===== src/rtl/mc_pin_stage.sv =====
// Memory pin register stage: registers all pad-facing signals and arbitrates bus
// ownership with an external master via mc_br/mc_bg, parking pins idle while granted.
module mc_pin_stage #(
  parameter int unsigned DW   = 32,
  parameter int unsigned AW   = 24,
  parameter int unsigned NCS  = 8,
  parameter int unsigned TURN = 1
) (
  input  logic                 clk,
  input  logic                 rst,
  input  logic                 mc_br,
  output logic                 mc_bg,
  input  logic                 ctrl_idle,
  output logic                 bus_avail,
  input  logic [AW-1:0]        mc_addr_d,
  output logic [AW-1:0]        mc_addr,
  input  logic [DW-1:0]        mc_data_od,
  input  logic [DW/8-1:0]      mc_dp_od,
  output logic [DW-1:0]        mc_data_o,
  output logic [DW/8-1:0]      mc_dp_o,
  input  logic                 data_oe,
  output logic                 mc_data_oe,
  output logic                 mc_c_oe,
  input  logic                 oe_,
  input  logic                 we_,
  input  logic                 ras_,
  input  logic                 cas_,
  output logic                 mc_oe_,
  output logic                 mc_we_,
  output logic                 mc_ras_,
  output logic                 mc_cas_,
  input  logic                 cs_en,
  input  logic                 rfr_ack,
  input  logic                 susp_sel,
  input  logic                 lmr_sel,
  input  logic [NCS-1:0]       cs_need_rfr,
  input  logic [NCS-1:0]       spec_req_cs,
  input  logic [NCS-1:0]       cs,
  output logic [NCS-1:0]       mc_cs_,
  input  logic                 wb_cyc_i,
  input  logic                 wb_stb_i,
  input  logic [DW/8-1:0]      wb_sel_i,
  input  logic                 wb_cycle,
  input  logic                 wr_cycle,
  output logic [DW/8-1:0]      mc_dqm,
  input  logic [DW-1:0]        mc_data_i,
  input  logic [DW/8-1:0]      mc_dp_i,
  output logic [DW+DW/8-1:0]   mc_data_ir,
  input  logic                 mc_ack,
  output logic                 mc_ack_r
);

  localparam int unsigned BW = DW / 8;
  localparam logic [3:0] TurnLd = 4'(TURN);

  typedef enum logic [1:0] {StOwn, StRelease, StGrant, StReclaim} state_e;

  state_e         state;
  logic [3:0]     tc;
  logic           br_meta, br_s;
  logic           own;
  logic [BW-1:0]  sel_r, sel_r2;
  logic [NCS-1:0] cs_sel;
  logic [BW-1:0]  dqm_d;

  assign own       = (state == StOwn);
  assign bus_avail = own;

  // mc_br comes from another clock domain
  always_ff @(posedge clk or posedge rst) begin
    if (rst) begin
      br_meta <= 1'b0;
      br_s    <= 1'b0;
    end else begin
      br_meta <= mc_br;
      br_s    <= br_meta;
    end
  end

  always_ff @(posedge clk or posedge rst) begin
    if (rst) begin
      state <= StOwn;
      tc    <= 4'd0;
      mc_bg <= 1'b0;
    end else begin
      unique case (state)
        StOwn: begin
          if (br_s && ctrl_idle) begin
            state <= StRelease;
            tc    <= TurnLd;
          end
        end
        StRelease: begin
          if (tc != 4'd0) begin
            tc <= tc - 4'd1;
          end else begin
            state <= StGrant;
            mc_bg <= 1'b1;
          end
        end
        StGrant: begin
          if (!br_s) begin
            state <= StReclaim;
            mc_bg <= 1'b0;
            tc    <= TurnLd;
          end
        end
        StReclaim: begin
          // A fresh request is only looked at once back in StOwn
          if (tc != 4'd0) tc <= tc - 4'd1;
          else            state <= StOwn;
        end
        default: state <= StOwn;
      endcase
    end
  end

  always_comb begin
    cs_sel = cs;
    if (rfr_ack || susp_sel) cs_sel = cs_need_rfr;
    else if (lmr_sel)        cs_sel = spec_req_cs;
  end

  always_comb begin
    dqm_d = '1;
    if (susp_sel || !own)          dqm_d = '1;
    else if (data_oe)              dqm_d = ~sel_r2;
    else if (wb_cycle && !wr_cycle) dqm_d = '0;
  end

  always_ff @(posedge clk or posedge rst) begin
    if (rst) begin
      sel_r  <= '0;
      sel_r2 <= '0;
    end else begin
      if (wb_cyc_i && wb_stb_i) sel_r <= wb_sel_i;
      sel_r2 <= sel_r;
    end
  end

  always_ff @(posedge clk or posedge rst) begin
    if (rst) begin
      mc_addr    <= '0;
      mc_data_o  <= '0;
      mc_dp_o    <= '0;
      mc_data_ir <= '0;
      mc_ack_r   <= 1'b0;
      mc_c_oe    <= 1'b1;
      mc_data_oe <= 1'b0;
      mc_cs_     <= '1;
      mc_oe_     <= 1'b1;
      mc_we_     <= 1'b1;
      mc_ras_    <= 1'b1;
      mc_cas_    <= 1'b1;
      mc_dqm     <= '1;
    end else begin
      mc_addr    <= mc_addr_d;
      mc_data_o  <= mc_data_od;
      mc_dp_o    <= mc_dp_od;
      mc_data_ir <= {mc_dp_i, mc_data_i};
      mc_ack_r   <= mc_ack;
      mc_c_oe    <= own;
      mc_data_oe <= own & data_oe & ~susp_sel;
      mc_cs_     <= own ? ~({NCS{cs_en}} & cs_sel) : '1;
      mc_oe_     <= oe_ | susp_sel | ~own;
      mc_we_     <= we_ | ~own;
      mc_ras_    <= ras_ | ~own;
      mc_cas_    <= cas_ | ~own;
      mc_dqm     <= dqm_d;
    end
  end

endmodule


===== config.mk =====
export PLATFORM = sky130hd
export DESIGN_NAME = mc_pin_stage
export DESIGN_NICKNAME = d
export VERILOG_FILES = /design/src/rtl/mc_pin_stage.sv
export SDC_FILE = /design/constraint.sdc
export NUM_CORES = 1
export LEC_CHECK = 0
export ABC_AREA = 1
export CAP_MARGIN = 10
export CORE_ASPECT_RATIO = 1.2
export CORE_MARGIN = 4
export CORE_UTILIZATION = 38
export DETAILED_ROUTE_END_ITERATION = 8
export PLACE_DENSITY = 0.84
export SLEW_MARGIN = 10
export SYNTH_ARGS = -nofsm -noshare
export SYNTH_HDL_FRONTEND = slang
export SYNTH_SLANG_ARGS = --single-unit

===== constraint.sdc =====
create_clock -name clk -period 8.7 [get_ports clk]
set_input_delay 2.175 -clock clk [delete_from_list [all_inputs] [get_ports clk]]
set_output_delay 2.175 -clock clk [all_outputs]
set_load 0.03 [all_outputs]

==> results of run 1 <==
[power groups by stage]
stage          Clock, mW  Combinational (mW)  Sequential, mW
2_1_floorplan          0               0.135           0.811
3_3_place_gp           0               0.405           0.719
3_5_place_dp           0               0.419           0.723
4_1_cts            0.782               0.421           0.713
5_1_grt            0.808               0.450           0.718
6_report           0.764               0.415           0.712
[state kept, by name, indices dropped and copies added (netlist names), 8 cells and up]
name	cells
mc_addr	24
mc_data_o	32
mc_data_ir	36
mc_cs_	8
[how the worst max path moves through the flow]
| stage | from | end | slack [ps] | depth (start not counted) |
|---|---|---|---|---|
| floorplan | rst | br_meta | 3030 | 1 |
| global placement | rst | mc_addr[21] | 4670 | 3 |
| detailed placement | rst | mc_data_o[1] | 4590 | 3 |
| CTS | state[0] | bus_avail | 4590 | 3 |
| global route | state[1] | bus_avail | 4510 | 3 |
| finish | state[0] | bus_avail | 4630 | 3 |
[routing by layer]
layer,up-vias,GRT usage,routed length (um)
met5,-,0,0
met2,159,0.3286,6134
li1,1350,-,-
met3,16,0.09244,1309
met4,0,0.08894,220
met1,1412,0.1834,3581
[cell usage after synthesis]
library cell / n
a21oi_4: 1
buf_2: 1
buf_4: 1
dfrtp_1: 115
dfstp_2: 17
ha_1: 6
inv_1: 15
inv_2: 1
mux2_2: 4
nand2_1: 48
nand2_2: 1
nand3_1: 14
nand3b_1: 1
nand4_1: 1
nor2_1: 4
nor2_2: 1
nor2_4: 1
o211ai_1: 8
o21ai_1: 4
or2_1: 1
or2_2: 4
or2_4: 1
xor2_1: 1
[layout make-up]
| class | instances | share of cell area |
|---|---|---|
| antenna | 1 | 0.0003401 |
| multi-input combinational | 101 | 0.07720 |
| clock inverter | 10 | 0.02296 |
| tap | 126 | 0.02142 |
| timing repair buffer | 259 | 0.3520 |
| sequential | 132 | 0.4518 |
| inverter | 16 | 0.008502 |
| clock buffer | 22 | 0.06581 |
[stage by stage]
| stage | hold WS [ps] | utilization |
|---|---|---|
| floorplan | 331.2 | - |
| global placement | 335.3 | 0.6630 |
| detailed placement | 339.7 | 0.6630 |
| CTS | 359.2 | 0.7276 |
| global route | 374.8 | 0.7276 |
| finish | 355.0 | 0.7278 |
[logic make-up after synthesis]
family                   after synthesis  share of synthesized area
multiplexers                           4                    0.01136
AND/OR/NAND/NOR                       77                    0.08647
XOR/XNOR                               1                   0.002209
AO/OA/AOI/OAI                         13                    0.02430
flip-flops                           132                     0.8384
adder cells (fa/ha/maj)                6                    0.01893
buffers and inverters                 18                    0.01830
==> results.cfg, run 1 <==
[route]
wl_per_cell_um = 16.86
first_iter_violations = 69
vias = 2937
wl_um = 11250
viasPerCell = 4.403
drc = 0
ant_nets = 0
drtPass1Iterations = 4

[logic_synthesis]
synth_seq_cells = 132
synthTopCellsByArea = dfrtp_1 (73%), dfstp_2 (11%), nand2_1 (4.5%), ha_1 (1.9%), nand3_1 (1.8%)
ys_warn_count = 0
yosys.area.top_type = dfrtp_1
synth_top_area_share = 0.7258
synth_area_mm2 = 0.003965
syn_avg_cell_area_um2 = 15.80
synthCells = 251
seq_area_frac_synth = 0.8384
synth_nets = 399
ys_types = 23

[power_and_ir_drop]
p_int_mw = 1.387
clkPwrFrac = 0.404
power_density_mw_per_mm2 = 257.0
vdd_ir_drop_max_mv = 0.1478
p_seq_frac = 0.377
sw_frac_of_total = 0.2664
report.power.total_mw = 1.891
power_leakage_nw = 3.199
pwr-share-comb = 0.219
switchingPower_uw = 503.8

[cells_and_area]
final_cell_count_no_fill = 667
seq_area_mm2 = 0.003324
area_delta_synth_final_pct = 85.58
multi_input_area_um2 = 568.0
final_common_cell = clkdlybuf4s50_1
nFillCells = 637
layout-drive-gt1-share = 0.1185
layout_common_cells = clkdlybuf4s50_1 (258), dfrtp_1 (115), nand2_1 (48)
nets = 675
fin_area_mm2 = 0.007358

[setup_path]
start_kind = register
crit_arrival_ps = 1900
end_kind = output port
reg2reg_to = tc[0]
cp_max_fo = 5
crit_path_cell_trace = inv_1 > ha_1 > clkdlybuf4s50_1
crit_required_ps = 6530
r2r-start = state[0]
cpLargestDelayFamily = buffers and inverters
path_buf_inv = 2
crit_type = register to output port
crit_slowest_cell = clkdlybuf4s50_1
r2r_slack_ps = 7250
ff2ff_path_depth = 8
slowest_delay_ps = 710

[timing]
setup_viol = 0
period_needed_ps = 4071
final.period_utilization = 0.4680
final.setup.worst_slack_ps = 4629
rsz0062_at_grt = false
max-slew-margin-rel = 0.4535
clock_skew_ps = 1.450
clock.fmax_ghz = 0.2456
worstMarginPinSlew_ps = 819.8
slew_violations = 0
setup_tns_ps = 0
hold_viol_final = 0

[global_routing]
antenna_found_initial = 0
grt_usage = 0.1888
grt-ovfl-total = 0
grt_pass1_wl_um = 16860
first_global_vias = 3252
grt_max_degree = 69

[clocking]
cts_max_path_buffers = 2
htree_num_levels = 4
cts_root_buf = clkbuf_16
post_cts_buffers = 0
tritoncts = built
cts_buffers = 17
path_clk_slew_ps = 50
hold_buffers = 0
clock_sinks = 132
clock_latency_ps = 400
postCtsResizedCells = 0

[placement]
dp.cells = 634
hpwl_um = 8666
gp_congestion = 0.8125
port_buffers = 258
place_ws_ps = 4595
postPlaceCellArea_mm2 = 0.006703

[outcome]
run_status = finished clean

[die]
die-area_mm2 = 0.01214
core_mm2 = 0.01011
start_util = 0.3922
fp.dieW_um = 101.3
rows = 40
ioPinCount = 259
die_h_um = 119.9

[worst_hold_path]
hold_depth = 0
hp-class = register to register
min_from = br_meta
hold_end = br_s

[run]
drv_cap = 0
Power figures use the tool's default switching activity.
==> run 2: changes to the inputs <==
Settings changed: CORE_UTILIZATION 38 to 32, PLACE_DENSITY 0.84 to 0.75.
Clock period 8.7 ns to 3.45 ns, I/O delays scaled along.
==> results.cfg, run 2 (synthesis gave the netlist of run 1 again) <==
[outcome]
run_status = finished clean

[clocking]
postCtsResizedCells = 0
hold_buffers = 0
post_cts_buffers = 0
cts_max_path_buffers = 2
path_clk_slew_ps = 60
clock_latency_ps = 410
clock_sinks = 132
cts_root_buf = clkbuf_16
htree_num_levels = 4
tritoncts = built
cts_buffers = 17

[route]
topRoutingLayerUsed = met4
drc = 0
route.met2.wl_um = 6387
wl_per_cell_um = 16.64
wl_met3_um = 972
vias = 2894
drtPass1Iterations = 5
wl_um = 11650
met1_length_um = 4034
viasPerCell = 4.134
ant_nets = 0
first_iter_violations = 92

[worst_hold_path]
min_from = br_meta
hp-class = register to register

[global_routing]
grt_usage = 0.1627
first_global_vias = 3173
grt_pass1_wl_um = 16750
grt_max_degree = 133
antenna_found_initial = 0
grt-ovfl-total = 0

[cells_and_area]
utilization = 0.6099
antenna_cells = 0
area_delta_synth_final_pct = 86.30
final_common_cell = clkdlybuf4s50_1
top_register = mc_data_ir
largest_reg_flops = 36
layout_common_cells = clkdlybuf4s50_1 (258), dfrtp_1 (115), nand2_1 (48)
nets = 675
layout-drive-gt1-share = 0.1187
final_cell_count_no_fill = 700
top_regs = mc_data_ir: 36 flops, mc_data_o: 32 flops, mc_addr: 24 flops

[placement]
place_ws_ps = 1085
gp_congestion = 0.7862
hpwl_um = 9034
port_buffers = 258
dp.cells = 669

[die]
fp.dieW_um = 109.6
rows = 44
die-area_mm2 = 0.01424
ioPinCount = 259
core_mm2 = 0.01211
start_util = 0.3274
die_h_um = 129.9

[timing]
clock_skew_ps = 12.00
slew_violations = 0
clock.fmax_ghz = 0.3624
setup_viol = 0
period_needed_ps = 2760
max-slew-margin-rel = 0.5288
rsz0062_at_grt = false
final.setup.worst_slack_ps = 690.4
worstMarginPinSlew_ps = 706.8
setup_tns_ps = 0
whs_ps = 356.5
final.period_utilization = 0.7999
hold_viol_final = 0

[setup_path]
start_kind = register
crit_arrival_ps = 1900
crit_required_ps = 2590
path_buf_inv = 2
r2r-start = state[0]
crit_slowest_cell = clkdlybuf4s50_1
cp_max_fo = 5
slowest_delay_ps = 700
r2r_slack_ps = 2010
crit_type = register to output port
crit_path_cell_trace = inv_1 > ha_1 > clkdlybuf4s50_1
startpoint = state[0]
end_kind = output port
cpLargestDelayFamily = buffers and inverters

[power_and_ir_drop]
power_leakage_nw = 3.179
vdd_ir_drop_max_mv = 0.3453
power_density_mw_per_mm2 = 640.6

[run]
drv_cap = 0
==> run 2: cell types whose count changed in the layout (fill, tap and decap cells not counted), sizes merged <==
cell / delta
clkbuf: -5
clkinvlp: +3
inv: +1
diode: -1
==> run 2: stage by stage <==
step	cell area, um^2	total power, mW
after floorplan	3969	2.387
after global placement	6760	2.846
after detailed placement	6760	2.882
after CTS	7387	4.797
after global routing	7387	4.968
final	7387	4.732
==> run 2: worst paths after layout <==
check                             end  cells past startpoint
setup / recovery            bus_avail                      3
max in group asynchronous  mc_addr[6]                      3
hold / removal                   br_s                      0
min in group asynchronous  mc_dp_o[1]                      3
hold reg to reg                  br_s                      0
setup reg to reg             state[1]                      8
==> run 2: area by class of cell <==
| type | count | area [um^2] |
|---|---|---|
| inverter | 16 | 63.81 |
| timing repair buffer | 259 | 2603 |
| sequential | 132 | 3324 |
| tap | 161 | 201.4 |
| clock buffer | 17 | 425.4 |
| multi-input combinational | 101 | 568.0 |
| fill | 959 | 4725 |
| clock inverter | 14 | 201.4 |
==> run 2: where the power goes <==
group | switching (mW) | total (mW) | internal, mW | leakage [nW]
sequential | 0.0657 | 1.80 | 1.73 | 1.53
clock | 0.673 | 1.89 | 1.22 | 0.301
combinational | 0.574 | 1.05 | 0.472 | 1.35
==> run 2: metal layers <==
layer	track usage	vias up
li1	-	1349
met1	0.1744	1387
met2	0.2824	140
met3	0.05987	18
met4	0.07777	0
met5	0	-
==> run 3: changes to the inputs <==
Clock period 3.45 ns to 2.3 ns, I/O delays scaled along.
==> results.cfg, run 3 (synthesis gave the netlist of run 1 again) <==
[cells_and_area]
antenna_cells = 0
top_register = mc_data_ir
final_cell_count_no_fill = 702
layout_common_cells = clkdlybuf4s50_1 (257), dfrtp_1 (115), nand2_1 (48)
layout-drive-gt1-share = 0.1201
largest_reg_flops = 36
utilization = 0.6098
top_regs = mc_data_ir: 36 flops, mc_data_o: 32 flops, mc_addr: 24 flops
final_common_cell = clkdlybuf4s50_1
nets = 676
area_delta_synth_final_pct = 86.27

[placement]
gp_congestion = 0.7663
port_buffers = 258
dp.cells = 670
place_ws_ps = 236.0
hpwl_um = 9247

[timing]
setup_viol = 0
whs_ps = 352.2
final.period_utilization = 0.9534
setup_tns_ps = 0
slew_violations = 0
rsz0062_at_grt = false
final.setup.worst_slack_ps = 107.2
worstMarginPinSlew_ps = 583.3
clock_skew_ps = 4.794
clock.fmax_ghz = 0.4560
hold_viol_final = 0
period_needed_ps = 2193
max-slew-margin-rel = 0.6111

[route]
wl_per_cell_um = 16.46
ant_nets = 0
drtPass1Iterations = 4
first_iter_violations = 80
viasPerCell = 4.118
vias = 2891
drc = 0
wl_um = 11560

[worst_hold_path]
hp-class = register to register
hold_depth = 0
min_from = br_meta
hold_end = br_s

[power_and_ir_drop]
vdd_ir_drop_max_mv = 0.4118
power_leakage_nw = 3.180
power_density_mw_per_mm2 = 956.0

[setup_path]
reg2reg_to = tc[1]
crit_arrival_ps = 1620
cp_max_fo = 5
start_kind = register
crit_type = register to output port
crit_required_ps = 1730
ff2ff_path_depth = 8
end_kind = output port
r2r-start = state[0]
r2r_slack_ps = 850

[die]
start_util = 0.3274
die-area_mm2 = 0.01424
rows = 44
die_h_um = 129.9
fp.dieW_um = 109.6
ioPinCount = 259
core_mm2 = 0.01211

[clocking]
post_cts_buffers = 0
cts_root_buf = clkbuf_16
path_clk_slew_ps = 60
tritoncts = built
cts_buffers = 17
cts_max_path_buffers = 2
clock_sinks = 132
htree_num_levels = 4
clock_latency_ps = 400

[run]
drv_cap = 0

[outcome]
run_status = finished clean

[global_routing]
grt_usage = 0.1575
grt-busiest-layer = met2
antenna_found_initial = 0
grt_pass1_wl_um = 16340
grt.met1_usage = 0.1658
first_global_vias = 3114
grt_use_met3 = 0.06136
grt-ovfl-total = 0
grtUsageMet2 = 0.2806
grt_max_degree = 86
[run 3: layer usage]
layer / up-vias / part of all wire / wire length, um
met3: 17 / 0.087 / 1008
met1: 1388 / 0.35 / 4000
met5: - / 0 / 0
met4: 0 / 0.016 / 181
li1: 1352 / - / -
met2: 134 / 0.55 / 6367
[run 3: worst max path at each step]
stage	from	to	depth (start not counted)
3_5_place_dp	state[0]	bus_avail	3
2_1_floorplan	rst	br_meta	1
5_1_grt	state[0]	bus_avail	3
3_3_place_gp	state[0]	bus_avail	3
6_report	state[0]	bus_avail	3
4_1_cts	state[0]	bus_avail	3
[run 3: layout make-up]
| class | instances | area (um^2) |
|---|---|---|
| clock inverters | 14 | 190.2 |
| repair buffers | 260 | 2609 |
| clock buffers | 18 | 429.2 |
| multi-input cells | 101 | 568.0 |
| well taps | 161 | 201.4 |
| fillers | 906 | 4726 |
| inverters | 16 | 63.81 |
| flip-flops and latches | 132 | 3324 |
[run 3: power breakdown]
| group | switching, mW | internal [mW] |
|---|---|---|
| Sequential | 0.0983 | 2.60 |
| Clock | 1.06 | 1.74 |
| Combinational | 0.860 | 0.703 |
[run 3: worst max-delay path: stages (launching register included)]
cell	delay, ps
dfrtp_1	410
inv_1	120
ha_1	260
dlygate4sd2_1	430
[run 3: per-stage QoR]
stage	instance area, um^2	power (mW)
final	7386	7.061
after detailed placement	6768	4.325
after global placement	6768	4.269
after floorplan	3969	3.581
after CTS	7386	7.147
after global routing	7386	7.379
[run 3: what timing repair did]
| action | 4_1_cts | 5_1_grt |
|---|---|---|
| resized for setup | 1 | 0 |
| hold buffers | 0 | 0 |
| setup endpoints to repair | 1 | 0 |
